==> config.mk <==
export PLATFORM = sky130hd
export DESIGN_NAME = pic_control_unit_flat
export DESIGN_NICKNAME = d
export VERILOG_FILES = /design/src/rtl/pic_control_unit_if.sv /design/src/rtl/pic_control_unit.sv /design/src/flat_wrapper.sv
export SDC_FILE = /design/constraint.sdc
export NUM_CORES = 1
export LEC_CHECK = 0
export CAP_MARGIN = 10
export CORE_MARGIN = 2
export CORE_UTILIZATION = 44
export DETAILED_ROUTE_END_ITERATION = 12
export GPL_TIMING_DRIVEN = 0
export PLACE_DENSITY = 0.86
export SLEW_MARGIN = 10
export SYNTH_ARGS = -nofsm -noshare
export SYNTH_HDL_FRONTEND = slang
export SYNTH_SLANG_ARGS = --single-unit
==> constraint.sdc <==
create_clock -name clk -period 2.34 [get_ports clk]
set_clock_uncertainty 0.05 [all_clocks]
set_input_delay 0.234 -clock clk [delete_from_list [all_inputs] [get_ports clk]]
set_output_delay 0.234 -clock clk [all_outputs]
set_load 0.02 [all_outputs]
==> src/rtl/pic_control_unit_if.sv <==
// ALU opcode encoding shared by the control unit and ALU, plus the
// control-unit <-> core/ALU signal bundle.
package pic_alu_ops_pkg;
  localparam logic [3:0] ALU_ZERO   = 4'd0;
  localparam logic [3:0] ALU_ADD    = 4'd1;
  localparam logic [3:0] ALU_SUB    = 4'd2;
  localparam logic [3:0] ALU_AND    = 4'd3;
  localparam logic [3:0] ALU_OR     = 4'd4;
  localparam logic [3:0] ALU_XOR    = 4'd5;
  localparam logic [3:0] ALU_COM    = 4'd6;
  localparam logic [3:0] ALU_DEC    = 4'd7;
  localparam logic [3:0] ALU_INC    = 4'd8;
  localparam logic [3:0] ALU_PASSLF = 4'd9;
  localparam logic [3:0] ALU_PASSW  = 4'd10;
  localparam logic [3:0] ALU_RLF    = 4'd11;
  localparam logic [3:0] ALU_RRF    = 4'd12;
  localparam logic [3:0] ALU_SWAPF  = 4'd13;
  localparam logic [3:0] ALU_BC     = 4'd14;
  localparam logic [3:0] ALU_BS     = 4'd15;
endpackage

interface pic_control_unit_if #(
  parameter int PC_W = 11,
  parameter int F_W  = 7
);
  logic [13:0]     instr;
  logic            alu_out_z;
  logic            alu_bit_test_res;
  logic [1:0]      q_phase;
  logic [3:0]      alu_op;
  logic            alu_d;
  logic            alu_status_wr_en;
  logic [2:0]      alu_b_in;
  logic            lf_sel_literal;
  logic [7:0]      literal;
  logic [F_W-1:0]  f_addr;
  logic            w_wr_en;
  logic            f_wr_en;
  logic            pc_inc;
  logic            pc_load;
  logic [PC_W-1:0] pc_load_addr;
  logic            stack_push;
  logic            stack_pop;
  logic            gie_set;

  modport master (
    input  instr, alu_out_z, alu_bit_test_res,
    output q_phase, alu_op, alu_d, alu_status_wr_en, alu_b_in, lf_sel_literal,
           literal, f_addr, w_wr_en, f_wr_en, pc_inc, pc_load, pc_load_addr,
           stack_push, stack_pop, gie_set
  );

  modport slave (
    output instr, alu_out_z, alu_bit_test_res,
    input  q_phase, alu_op, alu_d, alu_status_wr_en, alu_b_in, lf_sel_literal,
           literal, f_addr, w_wr_en, f_wr_en, pc_inc, pc_load, pc_load_addr,
           stack_push, stack_pop, gie_set
  );
endinterface

==> src/rtl/pic_control_unit.sv <==
// PIC16 mid-range instruction sequencer: Q1..Q4 phase counter, instruction
// register, opcode decode, Q4 strobes and skip/branch flush of the prefetch.
module pic_control_unit
  import pic_alu_ops_pkg::*;
#(
  parameter int PC_W = 11,
  parameter int F_W  = 7
) (
  input  logic                clk,
  input  logic                rst_n,
  pic_control_unit_if.master  cu
);

  logic [1:0]  q_q, q_d;
  logic [13:0] ir_q, ir_d;
  logic        flush_q, flush_d;

  logic [3:0] dec_op;
  logic       dec_d, dec_lf, dec_wr_w, dec_wr_f, dec_st;
  logic       dec_push, dec_pop, dec_gie, dec_jump, dec_ret;
  logic       dec_skip_z, dec_skip_bt;
  logic       q4, exec, skip;

  always_ff @(posedge clk) begin
    if (!rst_n) begin
      q_q     <= 2'd0;
      ir_q    <= 14'h0000;
      flush_q <= 1'b0;
    end else begin
      q_q     <= q_d;
      ir_q    <= ir_d;
      flush_q <= flush_d;
    end
  end

  always_comb begin
    dec_op      = ALU_ZERO;
    dec_d       = 1'b0;
    dec_lf      = 1'b0;
    dec_wr_w    = 1'b0;
    dec_wr_f    = 1'b0;
    dec_st      = 1'b0;
    dec_push    = 1'b0;
    dec_pop     = 1'b0;
    dec_gie     = 1'b0;
    dec_jump    = 1'b0;
    dec_ret     = 1'b0;
    dec_skip_z  = 1'b0;
    dec_skip_bt = 1'b0;
    case (ir_q[13:12])
      2'b00: begin
        if (ir_q[11:8] == 4'h0) begin
          if (ir_q[7]) begin
            dec_op   = ALU_PASSW;
            dec_d    = 1'b1;
            dec_wr_f = 1'b1;
          end else if (ir_q[7:0] == 8'h08) begin
            dec_pop = 1'b1;
            dec_ret = 1'b1;
          end else if (ir_q[7:0] == 8'h09) begin
            dec_pop = 1'b1;
            dec_gie = 1'b1;
            dec_ret = 1'b1;
          end
        end else begin
          // Byte-oriented ops, CLRF/CLRW included: d selects W or f.
          dec_d    = ir_q[7];
          dec_wr_w = ~ir_q[7];
          dec_wr_f = ir_q[7];
          dec_st   = 1'b1;
          case (ir_q[11:8])
            4'h1: dec_op = ALU_ZERO;
            4'h2: dec_op = ALU_SUB;
            4'h3: dec_op = ALU_DEC;
            4'h4: dec_op = ALU_OR;
            4'h5: dec_op = ALU_AND;
            4'h6: dec_op = ALU_XOR;
            4'h7: dec_op = ALU_ADD;
            4'h8: dec_op = ALU_PASSLF;
            4'h9: dec_op = ALU_COM;
            4'hA: dec_op = ALU_INC;
            4'hB: begin dec_op = ALU_DEC; dec_st = 1'b0; dec_skip_z = 1'b1; end
            4'hC: dec_op = ALU_RRF;
            4'hD: dec_op = ALU_RLF;
            4'hE: begin dec_op = ALU_SWAPF; dec_st = 1'b0; end
            default: begin dec_op = ALU_INC; dec_st = 1'b0; dec_skip_z = 1'b1; end
          endcase
        end
      end
      2'b01: begin
        dec_op = ir_q[10] ? ALU_BS : ALU_BC;
        if (ir_q[11]) begin
          dec_skip_bt = 1'b1;
        end else begin
          dec_d    = 1'b1;
          dec_wr_f = 1'b1;
        end
      end
      2'b10: begin
        dec_jump = 1'b1;
        dec_push = ~ir_q[11];
      end
      default: begin
        dec_lf   = 1'b1;
        dec_wr_w = 1'b1;
        casez (ir_q[11:8])
          4'b00??: dec_op = ALU_PASSLF;
          4'b01??: begin dec_op = ALU_PASSLF; dec_pop = 1'b1; dec_ret = 1'b1; end
          4'b1000: begin dec_op = ALU_OR;  dec_st = 1'b1; end
          4'b1001: begin dec_op = ALU_AND; dec_st = 1'b1; end
          4'b1010: begin dec_op = ALU_XOR; dec_st = 1'b1; end
          4'b110?: begin dec_op = ALU_SUB; dec_st = 1'b1; end
          4'b111?: begin dec_op = ALU_ADD; dec_st = 1'b1; end
          default: dec_wr_w = 1'b0;
        endcase
      end
    endcase
  end

  // A flushed cycle still fetches and increments the PC but commits nothing.
  assign q4   = (q_q == 2'd3);
  assign exec = q4 & ~flush_q;
  assign skip = (dec_skip_z & cu.alu_out_z) | (dec_skip_bt & cu.alu_bit_test_res);

  always_comb begin
    q_d     = q_q + 2'd1;
    ir_d    = ir_q;
    flush_d = flush_q;
    if (q4) begin
      ir_d    = cu.instr;
      flush_d = ~flush_q & (skip | dec_jump | dec_ret);
    end
  end

  always_comb begin
    cu.q_phase          = q_q;
    cu.alu_op           = dec_op;
    cu.alu_d            = dec_d;
    cu.alu_b_in         = ir_q[9:7];
    cu.lf_sel_literal   = dec_lf;
    cu.literal          = ir_q[7:0];
    cu.f_addr           = ir_q[F_W-1:0];
    cu.pc_load_addr     = dec_jump ? ir_q[PC_W-1:0] : '0;
    cu.w_wr_en          = exec & dec_wr_w;
    cu.f_wr_en          = exec & dec_wr_f;
    cu.alu_status_wr_en = exec & dec_st;
    cu.stack_push       = exec & dec_push;
    cu.stack_pop        = exec & dec_pop;
    cu.gie_set          = exec & dec_gie;
    cu.pc_load          = exec & (dec_jump | dec_ret);
    cu.pc_inc           = q4 & ~(exec & (dec_jump | dec_ret));
  end

endmodule
==> src/flat_wrapper.sv <==
// flat-port wrapper written by rule: the top's interface ports become plain ports
module pic_control_unit_flat import pic_alu_ops_pkg::*;
#(
  parameter int PC_W = 11,
  parameter int F_W  = 7
)
  (clk, rst_n, cu_instr, cu_alu_out_z, cu_alu_bit_test_res, cu_q_phase, cu_alu_op, cu_alu_d, cu_alu_status_wr_en, cu_alu_b_in, cu_lf_sel_literal, cu_literal, cu_f_addr, cu_w_wr_en, cu_f_wr_en, cu_pc_inc, cu_pc_load, cu_pc_load_addr, cu_stack_push, cu_stack_pop, cu_gie_set);
  pic_control_unit_if #(.PC_W(PC_W), .F_W(F_W)) cu_i ();
  input  logic clk;
  input  logic rst_n;
  input wire logic [$bits(cu_i.instr)-1:0] cu_instr;
  input wire logic [$bits(cu_i.alu_out_z)-1:0] cu_alu_out_z;
  input wire logic [$bits(cu_i.alu_bit_test_res)-1:0] cu_alu_bit_test_res;
  output wire logic [$bits(cu_i.q_phase)-1:0] cu_q_phase;
  output wire logic [$bits(cu_i.alu_op)-1:0] cu_alu_op;
  output wire logic [$bits(cu_i.alu_d)-1:0] cu_alu_d;
  output wire logic [$bits(cu_i.alu_status_wr_en)-1:0] cu_alu_status_wr_en;
  output wire logic [$bits(cu_i.alu_b_in)-1:0] cu_alu_b_in;
  output wire logic [$bits(cu_i.lf_sel_literal)-1:0] cu_lf_sel_literal;
  output wire logic [$bits(cu_i.literal)-1:0] cu_literal;
  output wire logic [$bits(cu_i.f_addr)-1:0] cu_f_addr;
  output wire logic [$bits(cu_i.w_wr_en)-1:0] cu_w_wr_en;
  output wire logic [$bits(cu_i.f_wr_en)-1:0] cu_f_wr_en;
  output wire logic [$bits(cu_i.pc_inc)-1:0] cu_pc_inc;
  output wire logic [$bits(cu_i.pc_load)-1:0] cu_pc_load;
  output wire logic [$bits(cu_i.pc_load_addr)-1:0] cu_pc_load_addr;
  output wire logic [$bits(cu_i.stack_push)-1:0] cu_stack_push;
  output wire logic [$bits(cu_i.stack_pop)-1:0] cu_stack_pop;
  output wire logic [$bits(cu_i.gie_set)-1:0] cu_gie_set;
  assign cu_i.instr = cu_instr;
  assign cu_i.alu_out_z = cu_alu_out_z;
  assign cu_i.alu_bit_test_res = cu_alu_bit_test_res;
  assign cu_q_phase = cu_i.q_phase;
  assign cu_alu_op = cu_i.alu_op;
  assign cu_alu_d = cu_i.alu_d;
  assign cu_alu_status_wr_en = cu_i.alu_status_wr_en;
  assign cu_alu_b_in = cu_i.alu_b_in;
  assign cu_lf_sel_literal = cu_i.lf_sel_literal;
  assign cu_literal = cu_i.literal;
  assign cu_f_addr = cu_i.f_addr;
  assign cu_w_wr_en = cu_i.w_wr_en;
  assign cu_f_wr_en = cu_i.f_wr_en;
  assign cu_pc_inc = cu_i.pc_inc;
  assign cu_pc_load = cu_i.pc_load;
  assign cu_pc_load_addr = cu_i.pc_load_addr;
  assign cu_stack_push = cu_i.stack_push;
  assign cu_stack_pop = cu_i.stack_pop;
  assign cu_gie_set = cu_i.gie_set;
  pic_control_unit #(.PC_W(PC_W), .F_W(F_W)) u_core (.clk(clk), .rst_n(rst_n), .cu(cu_i));
endmodule
==> results.sh, run 1 <==
export IMPL_synth_fp_nets=180
export IMPL_holdWs_ns=0.4131
export IMPL_cts_post_setup_buffers_inserted=0
export IMPL_reg2reg_depth=6
export IMPL_ant_nets=0
export IMPL_dp_worst_setup_slack_ns=0.1109
export IMPL_layout_commonest_cell="clkdlybuf4s50_1"
export IMPL_whs_path_depth=1
export IMPL_dieArea_um2=3393
export IMPL_vias=1340
export IMPL_cts_tree="done"
export IMPL_track_usage=0.2339
export IMPL_r2r_start="u_core.cu.q_phase[0]$_SDFF_PN0_"
export IMPL_yosysWarnings=0
export IMPL_status="complete, no violations"
export IMPL_port_buffers=62
export IMPL_insertion_delay_ns=0.30
export IMPL_diodes=0
export IMPL_clock_path_buffers=2
export IMPL_stdcell_count=258
export IMPL_min_from="u_core.cu.q_phase[0]$_SDFF_PN0_"
export IMPL_postPlaceCellArea_um2=1954
export IMPL_cts_max_level=1
export IMPL_n_fill_cell=219
export IMPL_grt_pass1_vias=1343
export IMPL_die_h_um=58.25
export IMPL_r2r_slack_ns=0.82
export IMPL_viasPerCell=5.194
export IMPL_core_area_um2=2781
export IMPL_stdcell_area_um2=2028
export IMPL_ys_ff_latch=17
export IMPL_place_inst=254
export IMPL_min_to="u_core.cu.q_phase[0]$_SDFF_PN0_"
export IMPL_num_io_pins=63
export IMPL_grt_max_degree=11
export IMPL_max_freq_mhz=442.1
export IMPL_hold_violations=0
export IMPL_dp_final_hpwl_mm=2.814
export IMPL_drv_slew=0
export IMPL_worst_pin_slew_ns=0.3531
export IMPL_drt_iter0_drc=31
export IMPL_tns_ns=0
export IMPL_synthCells=161
export IMPL_fin_util=0.7292
export IMPL_drc=0
export IMPL_hold_buffers=0
export IMPL_drt_total_wl_mm=3.740
export IMPL_total_power_uw=696.2
export IMPL_start_util=0.4656
export IMPL_die_x_um=58.25
export IMPL_setup_ws_ns=0.07797
export IMPL_max_slew_margin_rel=0.7646
export IMPL_gr_total_overflow=0
export IMPL_fin_crit_sh=0.9667
export IMPL_clock_sinks=17
export IMPL_path_max_fanout=9
export IMPL_maxCapViolCount=0
export IMPL_final_cell_mix="clkdlybuf4s50_1, nor2b_1, buf_4, dfxtp_1, mux2i_1"
export IMPL_ir_drop_uv=367.0
export IMPL_fp_row_count=19
export IMPL_drive_above_1_share=0.1894
export IMPL_power_density_nw_per_um2=343.2
export IMPL_grt_pass1_wl_mm=6.175
export IMPL_synth_cell_types=35
export IMPL_nNetsFinal=247
export IMPL_worst_hold_path_type="register to register"
export IMPL_p_leak_nw=1.023
export IMPL_syn_area_per_cell_um2=8.043
export IMPL_reg2reg_to="u_core.flush_q$_SDFFE_PN0N_"
export IMPL_syn_area_um2=1295
export IMPL_numCtsBuffers=3
export IMPL_root_buffer="clkbuf_4"
export IMPL_period_minus_slack_ns=2.262
export IMPL_routedWlPerCell_um=14.50
export IMPL_start_kind="register"
export IMPL_cp_arrival_ns=1.98
export IMPL_syn2layout_area_growth_pct=56.62
export IMPL_critical_path_endpoint_type="output port"
export IMPL_setup_violations=0
export IMPL_critPathKind="register to output port"
export IMPL_grt_antenna_before_repair=0
export IMPL_ys_seq_area_frac=0.2628
export IMPL_clk_transition_reported_paths_ns=0.10
export IMPL_first_pass_iters=4
export IMPL_required_ns=2.06
export IMPL_gp_congestion=0.7994
[power breakdown]
part	switching [mW]	leakage [nW]	internal (mW)
combinational	0.0992	0.867	0.117
sequential	0.0137	0.139	0.301
clock	0.102	0.0177	0.0638
[cell type report]
type | instances | area, um2 | area share
Buffer | 31 | 212.7 | 0.1049
Clock buffer | 3 | 22.52 | 0.01110
Clock inverter | 1 | 5.005 | 0.002468
Inverter | 2 | 7.507 | 0.003701
Multi-Input combinational cell | 111 | 763.2 | 0.3763
Sequential cell | 17 | 342.8 | 0.1690
Tap cell | 31 | 38.79 | 0.01912
Timing Repair Buffer | 62 | 635.6 | 0.3134
[repair_timing]
action                                  4_1_cts  5_1_grt
gates resized for setup                      16       19
pin swaps                                     1        0
endpoints found under the setup margin       20       14
[worst max-delay path by stage]
| stage | start | to | slack [ns] |
|---|---|---|---|
| 3_3_place_gp | u_core.ir_q[13]$_SDFFE_PN0N_ | cu_alu_status_wr_en | 0.17 |
| 5_1_grt | u_core.cu.q_phase[0]$_SDFF_PN0_ | cu_gie_set | -0.09 |
| 4_1_cts | u_core.ir_q[12]$_SDFFE_PN0N_ | cu_pc_load_addr[7] | 0.006 |
| 6_report | u_core.cu.q_phase[0]$_SDFF_PN0_ | cu_gie_set | 0.08 |
| 2_1_floorplan | u_core.cu.q_phase[0]$_SDFF_PN0_ | cu_gie_set | 0.34 |
| 3_5_place_dp | u_core.ir_q[13]$_SDFFE_PN0N_ | cu_alu_status_wr_en | 0.11 |
[worst max-delay path: stages (launching register included)]
cell	delay [ns]
dfxtp_1	0.37
ha_1	0.15
buf_2	0.23
nand2b_1	0.08
buf_2	0.18
nor4_1	0.27
dlygate4sd2_1	0.40
[kinds of logic (layout without fill, tap and decap cells)]
logic type | after synthesis | in the layout | synth area share
adders and majority gates | 1 | 1 | 0.009660
AOI/OAI and AO/OA | 27 | 27 | 0.1353
muxes | 14 | 14 | 0.1082
buffers and inverters | 33 | 99 | 0.1633
DFF | 17 | 17 | 0.2628
and+or+nand+nor | 69 | 69 | 0.3208
[routing by layer]
| metal | GRT usage | wire length, um | vias up |
|---|---|---|---|
| met5 | 0 | 0 | - |
| met4 | 0.07309 | 47 | 0 |
| met3 | 0.07366 | 299 | 4 |
| met2 | 0.3945 | 1853 | 51 |
| met1 | 0.2832 | 1540 | 619 |
| li1 | - | - | 666 |
[sequential cells by signal, indices dropped and copies added (netlist names)]
name               flops
u_core.cu.q_phase      2
u_core.ir_q           14
u_core.flush_q         1
[cells in the mapped netlist]
master     number  area [um2]
nor2b_1        21       131.4
buf_4          18       135.1
dfxtp_1        17       340.3
mux2i_1        14       140.1
and2_1         13       81.33
nor2_1         11       41.29
a21oi_1        10       50.05
buf_2          10       50.05
o21ai_0         5       25.02
nand2b_1        4       25.02
nor3_1          4       20.02
nand2_1         3       11.26
nor4_1          3       18.77
a31oi_1         2       12.51
clkbuf_1        2       7.510
inv_1           2       7.510
nand3_1         2       10.01
o22ai_1         2       12.51
o31a_1          2       17.52
a2111oi_2       1       15.01
a21o_1          1       7.510
a2bb2oi_1       1       8.760
and2_4          1       8.760
and3b_1         1       8.760
buf_6           1       11.26
ha_1            1       12.51
nand3b_1        1       7.510
nor3b_1         1       7.510
nor4_4          1       21.27
nor4b_1         1       8.760
o211a_1         1       10.01
o21ai_1         1       5.000
o221a_1         1       11.26
or2_1           1       6.260
or4_1           1       7.510
No activity file was read; power rests on OpenSTA's default activity.
==> run 2, diff against run 1 <==
- CTS_CLUSTER_DIAMETER: default -> 60
- GPL_TIMING_DRIVEN: 0 -> default
==> run 2 against run 1 <==
  * Die area unchanged
  * Critical path depth down 2
  * Critical endpoint is now cu_alu_d
  * Sequential power about the same
  * Total power fell by 2.8%
  * Clock-buffer cell count grew 1
  * Via count fell by 6.6%
  * Sequential share of layout area increased by 1.6 points
==> results.sh, run 2 (synthesized netlist as in run 1, its figures left out) <==
export IMPL_layout_commonest_cell="clkdlybuf4s50_1"
export IMPL_die_x_um=58.25
export IMPL_grt_antenna_before_repair=0
export IMPL_drc=0
export IMPL_numCtsBuffers=3
export IMPL_final_cell_mix="clkdlybuf4s50_1, nor2b_1, mux2i_1, dfxtp_1, and2_1"
export IMPL_tns_ns=0
export IMPL_dp_final_hpwl_mm=2.475
export IMPL_p_leak_nw=0.7600
export IMPL_nNetsFinal=226
export IMPL_num_io_pins=63
export IMPL_root_buffer="clkbuf_4"
export IMPL_crit_chain="buf_4 -> nor2_1 -> nor3_1 -> clkdlybuf4s50_1"
export IMPL_power_density_nw_per_um2=361.2
export IMPL_ant_nets=0
export IMPL_r2r_slack_ns=0.95
export IMPL_fin_crit_sh=0.9630
export IMPL_slowest_delay_ns=0.66
export IMPL_max_slew_margin_rel=0.6706
export IMPL_start_util=0.4656
export IMPL_period_minus_slack_ns=2.254
export IMPL_viasPerCell=5.283
export IMPL_clock_sinks=17
export IMPL_grt_max_degree=20
export IMPL_gr_total_overflow=0
export IMPL_status="complete, no violations"
export IMPL_highest_layer="met4"
export IMPL_grt_pass1_wl_mm=5.444
export IMPL_die_h_um=58.25
export IMPL_hold_buffers=0
export IMPL_routedWlPerCell_um=14.12
export IMPL_ir_drop_uv=436.0
export IMPL_setup_violations=0
export IMPL_drt_total_wl_mm=3.347
export IMPL_routed_wl_met2_mm=1.592
export IMPL_dieArea_um2=3393
export IMPL_largest_reg_flops=14
export IMPL_clk_transition_reported_paths_ns=0.10
export IMPL_drt_iter0_drc=21
export IMPL_grt_pass1_vias=1174
export IMPL_cts_max_level=1
export IMPL_m1WireLength_mm=1.454
export IMPL_port_buffers=62
export IMPL_start_kind="register"
export IMPL_worst_pin_slew_ns=0.4926
export IMPL_core_area_um2=2781
export IMPL_maxCapViolCount=0
export IMPL_path_max_fanout=8
export IMPL_fp_row_count=19
export IMPL_critPathKind="register to output port"
export IMPL_drive_above_1_share=0.1068
export IMPL_stdcell_count=237
export IMPL_rsz0062_at_grt="false"
export IMPL_gp_congestion=0.8842
export IMPL_cp_arrival_ns=1.97
export IMPL_drv_slew=0
export IMPL_hold_violations=0
export IMPL_cts_tree="done"
export IMPL_required_ns=2.06
export IMPL_insertion_delay_ns=0.30
export IMPL_clock_path_buffers=2
export IMPL_place_inst=233
export IMPL_max_freq_mhz=443.8
export IMPL_syn2layout_area_growth_pct=44.73
export IMPL_diodes=0
export IMPL_met3_length_um=239
export IMPL_vias=1252
export IMPL_track_usage=0.2086
export IMPL_worst_hold_path_type="register to register"
export IMPL_slowest_stage="clkdlybuf4s50_1"
export IMPL_critical_path_endpoint_type="output port"
export IMPL_first_pass_iters=4
export IMPL_regMostFlops="u_core.ir_q"
-- run 2: changes by cell type in the layout (fill, tap and decap cells not counted), sizes merged --
cell,delta
clkbuf,-3
clkinv,-1
clkdlybuf4s50,+10
dlygate4sd2,-1
buf,-18
dlymetal6s2s,-8
-- run 2: area by class of cell --
cell class,instances,area (um2)
inverters,2,7.507
repair buffers,72,696.9
multi-input cells,111,758.2
clock buffers,4,26.28
fillers,227,907.1
well taps,31,38.79
flip-flops and latches,17,346.6
-- run 2: stage by stage --
step	utilization	area (um2)	setup slack, ns	hold slack, ns	power [mW]
2_1_floorplan	-	1295	0.3413	0.3122	0.4409
3_3_place_gp	0.6563	1826	0.2151	0.3843	0.5171
3_5_place_dp	0.6563	1826	0.1667	0.4007	0.5218
4_1_cts	0.6685	1859	0.02403	0.4199	0.6826
5_1_grt	0.6739	1874	0.01426	0.4481	0.7096
6_report	0.6739	1874	0.08650	0.4096	0.6770
-- run 2: critical path, delay by kind of cell (launching register included) --
| family | cells | cell delay (ns) |
|---|---|---|
| buffers and inverters | 2 | 0.85 |
| DFF | 1 | 0.51 |
| and+or+nand+nor | 2 | 0.31 |
-- run 2: final timing paths --
kind | start | endpoint | cells past startpoint
min | u_core.cu.q_phase[0]$_SDFF_PN0_ | u_core.cu.q_phase[0]$_SDFF_PN0_ | 1
max | u_core.ir_q[12]$_SDFFE_PN0N_ | cu_alu_d | 4
max reg2reg | u_core.ir_q[8]$_SDFFE_PN0N_ | u_core.flush_q$_SDFFE_PN0N_ | 4
min reg2reg | u_core.cu.q_phase[0]$_SDFF_PN0_ | u_core.cu.q_phase[0]$_SDFF_PN0_ | 1
-- run 2: power by group --
| group | internal [mW] | total, mW | leakage (nW) | switching (mW) |
|---|---|---|---|---|
| combinational | 0.105 | 0.196 | 0.605 | 0.0913 |
| clock | 0.0664 | 0.164 | 0.0150 | 0.0980 |
| sequential | 0.300 | 0.317 | 0.140 | 0.0166 |
| total | 0.471 | 0.677 | 0.760 | 0.206 |
-- run 2: what timing repair did --
item / CTS / global route
resized for setup: 12 / 6
setup buffers: 0 / 0
pin swaps: 0 / 0
setup endpoints to repair: 22 / 15
-- run 2: layer usage --
| metal | global-route usage | vias to the layer above |
|---|---|---|
| li1 | - | 624 |
| met1 | 0.2593 | 572 |
| met2 | 0.3409 | 49 |
| met3 | 0.04911 | 7 |
| met4 | 0.09635 | 0 |
| met5 | 0 | - |
